[config.mk]
export PLATFORM = sky130hd
export DESIGN_NAME = mod_mul_pipe
export DESIGN_NICKNAME = d
export VERILOG_FILES = /design/src/rtl/mod_mul_pipe.sv
export SDC_FILE = /design/constraint.sdc
export NUM_CORES = 2
export LEC_CHECK = 0
export ABC_CLOCK_PERIOD_IN_PS = 28200
export CAP_MARGIN = 20
export CORE_UTILIZATION = 65
export DETAILED_ROUTE_END_ITERATION = 8
export PLACE_DENSITY = 0.88
export SLEW_MARGIN = 20
export SYNTH_ARGS = -nofsm -noshare
export SYNTH_HDL_FRONTEND = slang
export SYNTH_SLANG_ARGS = --single-unit
[constraint.sdc]
create_clock -name clk_i -period 28.2 [get_ports clk_i]
set_input_delay 2.82 -clock clk_i [delete_from_list [all_inputs] [get_ports clk_i]]
set_output_delay 2.82 -clock clk_i [all_outputs]
set_load 0.02 [all_outputs]
[src/rtl/mod_mul_pipe.sv]
// mod_mul_pipe: pipelined multi-lane modular multiplier, c = a*b mod q with q = 3329
// or 8380417 chosen per beat. It has a valid/ready stall, a tag sideband and a synchronous flush.
module mod_mul_pipe #(
  parameter int unsigned LANES  = 1,
  parameter int unsigned STAGES = 3,
  parameter int unsigned TAG_W  = 4
) (
  input  logic                  clk_i,
  input  logic                  rst_ni,
  input  logic                  flush_i,
  input  logic                  in_valid_i,
  output logic                  in_ready_o,
  input  logic                  select_i,
  input  logic [LANES*23-1:0]   a_i,
  input  logic [LANES*23-1:0]   b_i,
  input  logic [TAG_W-1:0]      tag_i,
  output logic                  out_valid_o,
  input  logic                  out_ready_i,
  output logic [LANES*23-1:0]   c_o,
  output logic [TAG_W-1:0]      tag_o,
  output logic                  busy_o
);

  localparam int unsigned W  = 23;
  localparam int unsigned PW = 2 * W;
  localparam int unsigned DW = LANES * W;
  localparam logic [23:0] Q_DIL = 24'd8380417;
  localparam logic [23:0] Q_KYB = 24'd3329;
  localparam logic [36:0] M_KYB = 37'd5039;  // floor(2^24 / 3329)

  // 2^23 == 2^13 - 1 (mod 8380417). Folding the high part three times leaves a value below 2q.
  function automatic logic [W-1:0] reduce_dil(input logic [PW-1:0] x);
    logic [36:0] y;
    logic [27:0] z;
    logic [23:0] u;
    y = {1'b0, x[45:23], 13'd0} + {14'd0, x[22:0]} - {14'd0, x[45:23]};
    z = {1'b0, y[36:23], 13'd0} + {5'd0, y[22:0]} - {14'd0, y[36:23]};
    u = {6'd0, z[27:23], 13'd0} + {1'b0, z[22:0]} - {19'd0, z[27:23]};
    if (u >= Q_DIL) u = u - Q_DIL;
    return u[W-1:0];
  endfunction

  // Barrett reduction with k=24. The quotient estimate is low by at most one, so one subtract is enough.
  function automatic logic [11:0] reduce_kyb(input logic [23:0] x);
    logic [12:0] q_est;
    logic [23:0] r;
    q_est = 13'(({13'd0, x} * M_KYB) >> 24);
    r     = x - {11'd0, q_est} * Q_KYB;
    if (r >= Q_KYB) r = r - Q_KYB;
    return r[11:0];
  endfunction

  logic                en;
  logic [STAGES-1:0]   vld_q, vld_d;
  logic [LANES*PW-1:0] prod_q, prod_d;
  logic                sel_q;
  logic [DW-1:0]       red_d;
  logic [DW-1:0]       res_q [1:STAGES-1];
  logic [TAG_W-1:0]    tag_q [STAGES];

  assign en         = !out_valid_o || out_ready_i;
  assign in_ready_o = en && !flush_i;

  always_comb begin
    // NOTE: every output of this block gets a default first, so no path can infer a latch.
    prod_d = '0;
    red_d  = '0;
    for (int l = 0; l < LANES; l++) begin
      logic [PW-1:0] a_ext, b_ext;
      if (select_i) begin
        a_ext = PW'(a_i[l*W +: W]);
        b_ext = PW'(b_i[l*W +: W]);
      end else begin
        a_ext = PW'(a_i[l*W +: 12]);
        b_ext = PW'(b_i[l*W +: 12]);
      end
      prod_d[l*PW +: PW] = a_ext * b_ext;
      if (sel_q) red_d[l*W +: W] = reduce_dil(prod_q[l*PW +: PW]);
      else       red_d[l*W +: W] = {11'd0, reduce_kyb(prod_q[l*PW +: 24])};
    end
  end

  always_comb begin
    vld_d = vld_q;
    if (flush_i) vld_d = '0;
    else if (en) vld_d = {vld_q[STAGES-2:0], in_valid_i};
  end

  always_ff @(posedge clk_i or negedge rst_ni) begin
    if (!rst_ni) begin
      // NOTE: data registers are reset as well as valids, so c_o and tag_o read zero out of reset.
      vld_q  <= '0;
      prod_q <= '0;
      sel_q  <= 1'b0;
      for (int s = 0; s < STAGES; s++) tag_q[s] <= '0;
      for (int s = 1; s < STAGES; s++) res_q[s] <= '0;
    end else begin
      vld_q <= vld_d;
      if (en) begin
        prod_q   <= prod_d;
        sel_q    <= select_i;
        tag_q[0] <= tag_i;
        res_q[1] <= red_d;
        for (int s = 1; s < STAGES; s++) tag_q[s] <= tag_q[s-1];
        for (int s = 2; s < STAGES; s++) res_q[s] <= res_q[s-1];
      end
    end
  end

  assign out_valid_o = vld_q[STAGES-1];
  assign c_o         = res_q[STAGES-1];
  assign tag_o       = tag_q[STAGES-1];
  assign busy_o      = |vld_q;

endmodule
Word-level counts from Yosys, hierarchy flattened
Cells that the tools add are included.

Add/sub/neg operators: 9. Multiply operators: 3. Divide/modulo/power cells: 0. Order comparisons: 2. Eq/ne operators: 0. Shift-type cells: 0. Multiplexer cells: 7. Bitwise logic cells: 0. Reductions and logical operators: 6.

Operators with widths (count): $mux 23 (4); $mul 46x46->46 (1); $add 36x23->37 (1); $mul 24x13->37 const B (1); $sub 37x23->37 (1); $add 27x23->28 (1); $sub 28x14->28 (1); $add 18x23->24 (1); $ge 24x12->1 const B (1); $ge 24x23->1 const B (1); $mul 13x12->24 const B (1); $sub 24x24->24 (1); $sub 24x5->24 (1); $sub 23x23->23 const B (1); $mux 12 (1); $sub 12x12->12 const B (1); $mux 3 (2); $reduce_or 3->1 (1); $logic_not 1->1 (2); $reduce_bool 2->1 (1); $logic_and 1x1->1 (1); $logic_or 1x1->1 (1).

Register bits after elaboration: 108. Latch bits: 0. RAM bits: 0. ROM bits: 0. Word-level logic and storage cells: 35. Memories kept: 0.

Logic depth before layout (Yosys ltp)
Depth after elaboration: 9. Depth in mapped cells: 46.

Worst setup path after synthesis
Ideal clock, no wire load.

Path kind: register -> register. From: register prod_q[18]. To: register res_q[27] in the netlist's numbering. Arrival: 10.465 ns. Required time: 28.078 ns. Slack: 17.613 ns. Stages on the path, launching flop included: 44. Period minus slack after synthesis: 10.587 ns. Path through: dfrtp_1 -> inv_1 -> fa_1 -> fa_1 -> inv_1 -> fa_1 -> fa_1 -> inv_1 -> fa_1 -> inv_1 -> ha_1 -> a21o_1 -> a21o_1 -> nor3_1 -> o211ai_1 -> o32a_1 -> a21oi_1 -> nor2b_1 -> [8 not listed] -> ha_1 -> inv_1 -> fa_1 -> inv_1 -> fa_1 -> inv_1 -> ha_1 -> a21o_1 -> a21o_1 -> a21o_1 -> o21a_1 -> o32a_1 -> o211ai_1 -> o311ai_2 -> or4_1 -> buf_2 -> a211o_1 -> a32o_1.

Cells in the longest elaborated chain, start to end: 9. Elaborated cells on any way between the ends: 16. Those cells by class: 9 x add/sub; 2 x mul; 2 x order compare; 3 x mux.

RTL lines: start, declared (line 55) `logic [LANES*PW-1:0] prod_q, prod_d;`; start signal, assigned (line 100) `prod_q <= prod_d;`; $add 36x23->37 (line 36) `y = {1'b0, x[45:23], 13'd0} + {14'd0, x[22:0]} - {14'd0, x[45:23]};`; $sub 37x23->37 (line 36); $add 27x23->28 (line 37) `z = {1'b0, y[36:23], 13'd0} + {5'd0, y[22:0]} - {14'd0, y[36:23]};`; $sub 28x14->28 (line 37); $add 18x23->24 (line 38) `u = {6'd0, z[27:23], 13'd0} + {1'b0, z[22:0]} - {19'd0, z[27:23]};`; $sub 24x5->24 (line 38); $ge 24x23->1 (line 39) `if (u >= Q_DIL) u = u - Q_DIL;`; $mux 23 (line 39); $mux 23 (*) (line 78) `if (sel_q) red_d[l*W +: W] = reduce_dil(prod_q[l*PW +: PW]);`; end, declared (line 58) `logic [DW-1:0] res_q [1:STAGES-1];`.

Mark *: on every way between the ends. The rest lies on a longest branch, timed or not. A chain may end at the register's enable or synchronous reset.

Final worst setup path
From: register prod_q[19]. To: register res_q[27] in the netlist's numbering.

The elaborated chain is that of the path after synthesis.

==> metrics.cfg <==
[routing]
avgRoutedWirePerCell_microns = 19.18
ant_nets = 0
post_drt_via_cell_ratio = 6.071
routed_wirelength_microns = 91740
dr.first_iter.drc_count = 2467
drc = 0
vias = 29040
first_pass_iters = 6

[yosys]
synth_edf_count = 0
synthTopCellsByArea = fa_1 34%, ha_1 18%, inv_1 9.2%
syn_area_sq_um = 35730
synth_nets = 5309
yosysTopAreaCellShare = 0.3407
ys_seq_area_frac = 0.07564
yosys.area.top_type = fa_1
ys.flop_type = dfrtp_1
syn_area_per_cell_sq_um = 8.630
postSynth.asyncResetShare = 1.000
synth_warnings = 0
ys_ff_latch = 108
synthCells = 4140
synth_cell_types = 86

[final_layout]
final_util = 0.6887
finalInstanceArea_sq_um = 37210
antenna_cells = 0
nets = 5251
fillers = 4045
layout_commonest_cell = inv_1
final_cell_mix = 876 x inv_1, 614 x nand2_1, 608 x fa_1
drive_gt1_frac = 0.02006
syn_to_final_growth_pct = 4.139

[setup_path]
cpMaxStageDelayCell = dfrtp_1
reg2reg_to = res_q[27]$_DFFE_PN0N_
r2r_start = prod_q[19]$_DFFE_PN0N_
slowest_delay_ps = 590
crit_path_max_fanout = 9
endpoint_kind = register
critPathRequiredTime_ps = 28460
reg2reg_setup_slack_ps = 16510
start_kind = register
ff2ff_path_depth = 39
cp.arrival_ps = 11950
worstSetupPathType = reg -> reg

[die]
die_w_microns = 236.5
core_area_sq_um = 54030
start_util = 0.6613
rows = 85
ios = 86
die_h_microns = 236.5
fp.dieArea_sq_um = 55910

[clock_network]
insertion_delay_ps = 380
post_cts_buffers = 0
path_clk_slew_ps = 100
holdBufCountCts = 0
h-tree-depth = 3
clk_path_buf_depth = 2
cts.sinks = 108
cts_buffers = 9
cts_tree = done
cts-root-buf = clkbuf_16
ctsResizeCount = 0

[global_route]
grt_first_pass_wirelength_microns = 151900
grt_max_degree = 80
grt_pass1_vias = 30230
antenna_found_initial = 0
gr-total-overflow = 0
track_usage = 0.3381

[timing]
tightest_slew_ps = 1270
hold_viol_final = 0
fmax_ghz = 0.08555
fin_crit_ps = 11690
fin_setup_tns_ps = 0
slew-limit-headroom = 0.1509
hold-worst-slack_ps = 473.1
period_share = 0.4145
grt_setup_unrepaired = false
fin_worst_skew_ps = 23.38
finalSetupViolCount = 0
drv_slew = 0

[worst_hold_path]
min_to = c_o[16]$_DFFE_PN0N_
hold_depth = 2
min-delay-start = c_o[16]$_DFFE_PN0N_
min-delay-path-class = reg -> reg

[placement]
place.gp.congestion = 0.9932
io_buffers = 85
hpwl_microns = 75620
placed_cell_area_sq_um = 36900

[outcome]
status = finished clean

[job]
maxCapViolCount = 0

## logic make-up after synthesis
logic type,count (synthesis),share of synthesized area
AO/OA/AOI/OAI,527,0.09806
XOR/XNOR,159,0.03898
adder cells (fa/ha/maj),1113,0.5175
buffers and inverters,1061,0.1145
flip-flops,108,0.07564
multiplexers,7,0.001961
AND/OR/NAND/NOR,1165,0.1533
## sequential cells by signal, indices dropped and copies added (netlist names)
signal / flops
res_q: 23
prod_q: 46
c_o: 23
tag_o: 4
sel_q: 1
tag_q: 8
vld_q: 3
## critical path: cells and delay by family, from the launching register on
kind	cells	cell delay [ps]
simple gates	5	1510
flops	1	590
fa+ha+maj	11	4950
compound gates	15	3600
buf+inv	7	620
xor+xnor	1	280
## per-stage QoR
step | worst slack (ps) | std cells
2_1_floorplan | 17610 | 4140
3_3_place_gp | 16740 | 4767
3_5_place_dp | 16630 | 4767
4_1_cts | 16610 | 4783
5_1_grt | 15920 | 4783
6_report | 16510 | 4783
## synthesized netlist by cell type, types with 17 or more instances
library cell / n
inv_1: 876
nand2_1: 614
fa_1: 608
ha_1: 505
clkbuf_1: 146
a21oi_1: 128
and3_1: 123
nor2_1: 114
dfrtp_1: 108
o21ai_0: 108
xnor2_1: 91
a21o_1: 77
and2_1: 69
xor2_1: 68
nand3_1: 51
nor3_1: 36
nand2b_1: 32
buf_4: 27
a211oi_1: 25
nand4_1: 25
nor2b_1: 24
o21a_1: 22
o211ai_1: 21
a31oi_1: 17
## area by class of cell
| class | instances | area (sq um) | share of cell area |
|---|---|---|---|
| timing repair buffer | 116 | 1071 | 0.02879 |
| sequential | 108 | 2703 | 0.07264 |
| clock inverter | 7 | 91.34 | 0.002455 |
| tap | 696 | 870.8 | 0.02341 |
| inverter | 876 | 3288 | 0.08837 |
| multi-input combinational | 2971 | 28960 | 0.7783 |
| clock buffer | 9 | 225.2 | 0.006053 |
## worst max path at each step
stage,start,depth (start not counted),endpoint
CTS,prod_q[19]$_DFFE_PN0N_,39,res_q[27]$_DFFE_PN0N_
floorplan,prod_q[18]$_DFFE_PN0N_,43,res_q[27]$_DFFE_PN0N_
global placement,prod_q[18]$_DFFE_PN0N_,42,res_q[27]$_DFFE_PN0N_
detailed placement,prod_q[19]$_DFFE_PN0N_,39,res_q[27]$_DFFE_PN0N_
finish,prod_q[19]$_DFFE_PN0N_,39,res_q[27]$_DFFE_PN0N_
global route,prod_q[19]$_DFFE_PN0N_,43,res_q[30]$_DFFE_PN0N_
## routing by layer
metal,vias to the layer above,track usage,routed length [microns],part of all wire
met2,1536,0.5568,43130,0.47
met3,250,0.06645,8983,0.098
met1,14320,0.4526,36810,0.40
met5,-,0,0,0
li1,12930,-,-,-
met4,0,0.1029,2812,0.031
Power is left out: the tool's default activity adds up to more than one toggle a clock period on the data nets, which glitch-free logic cannot reach.
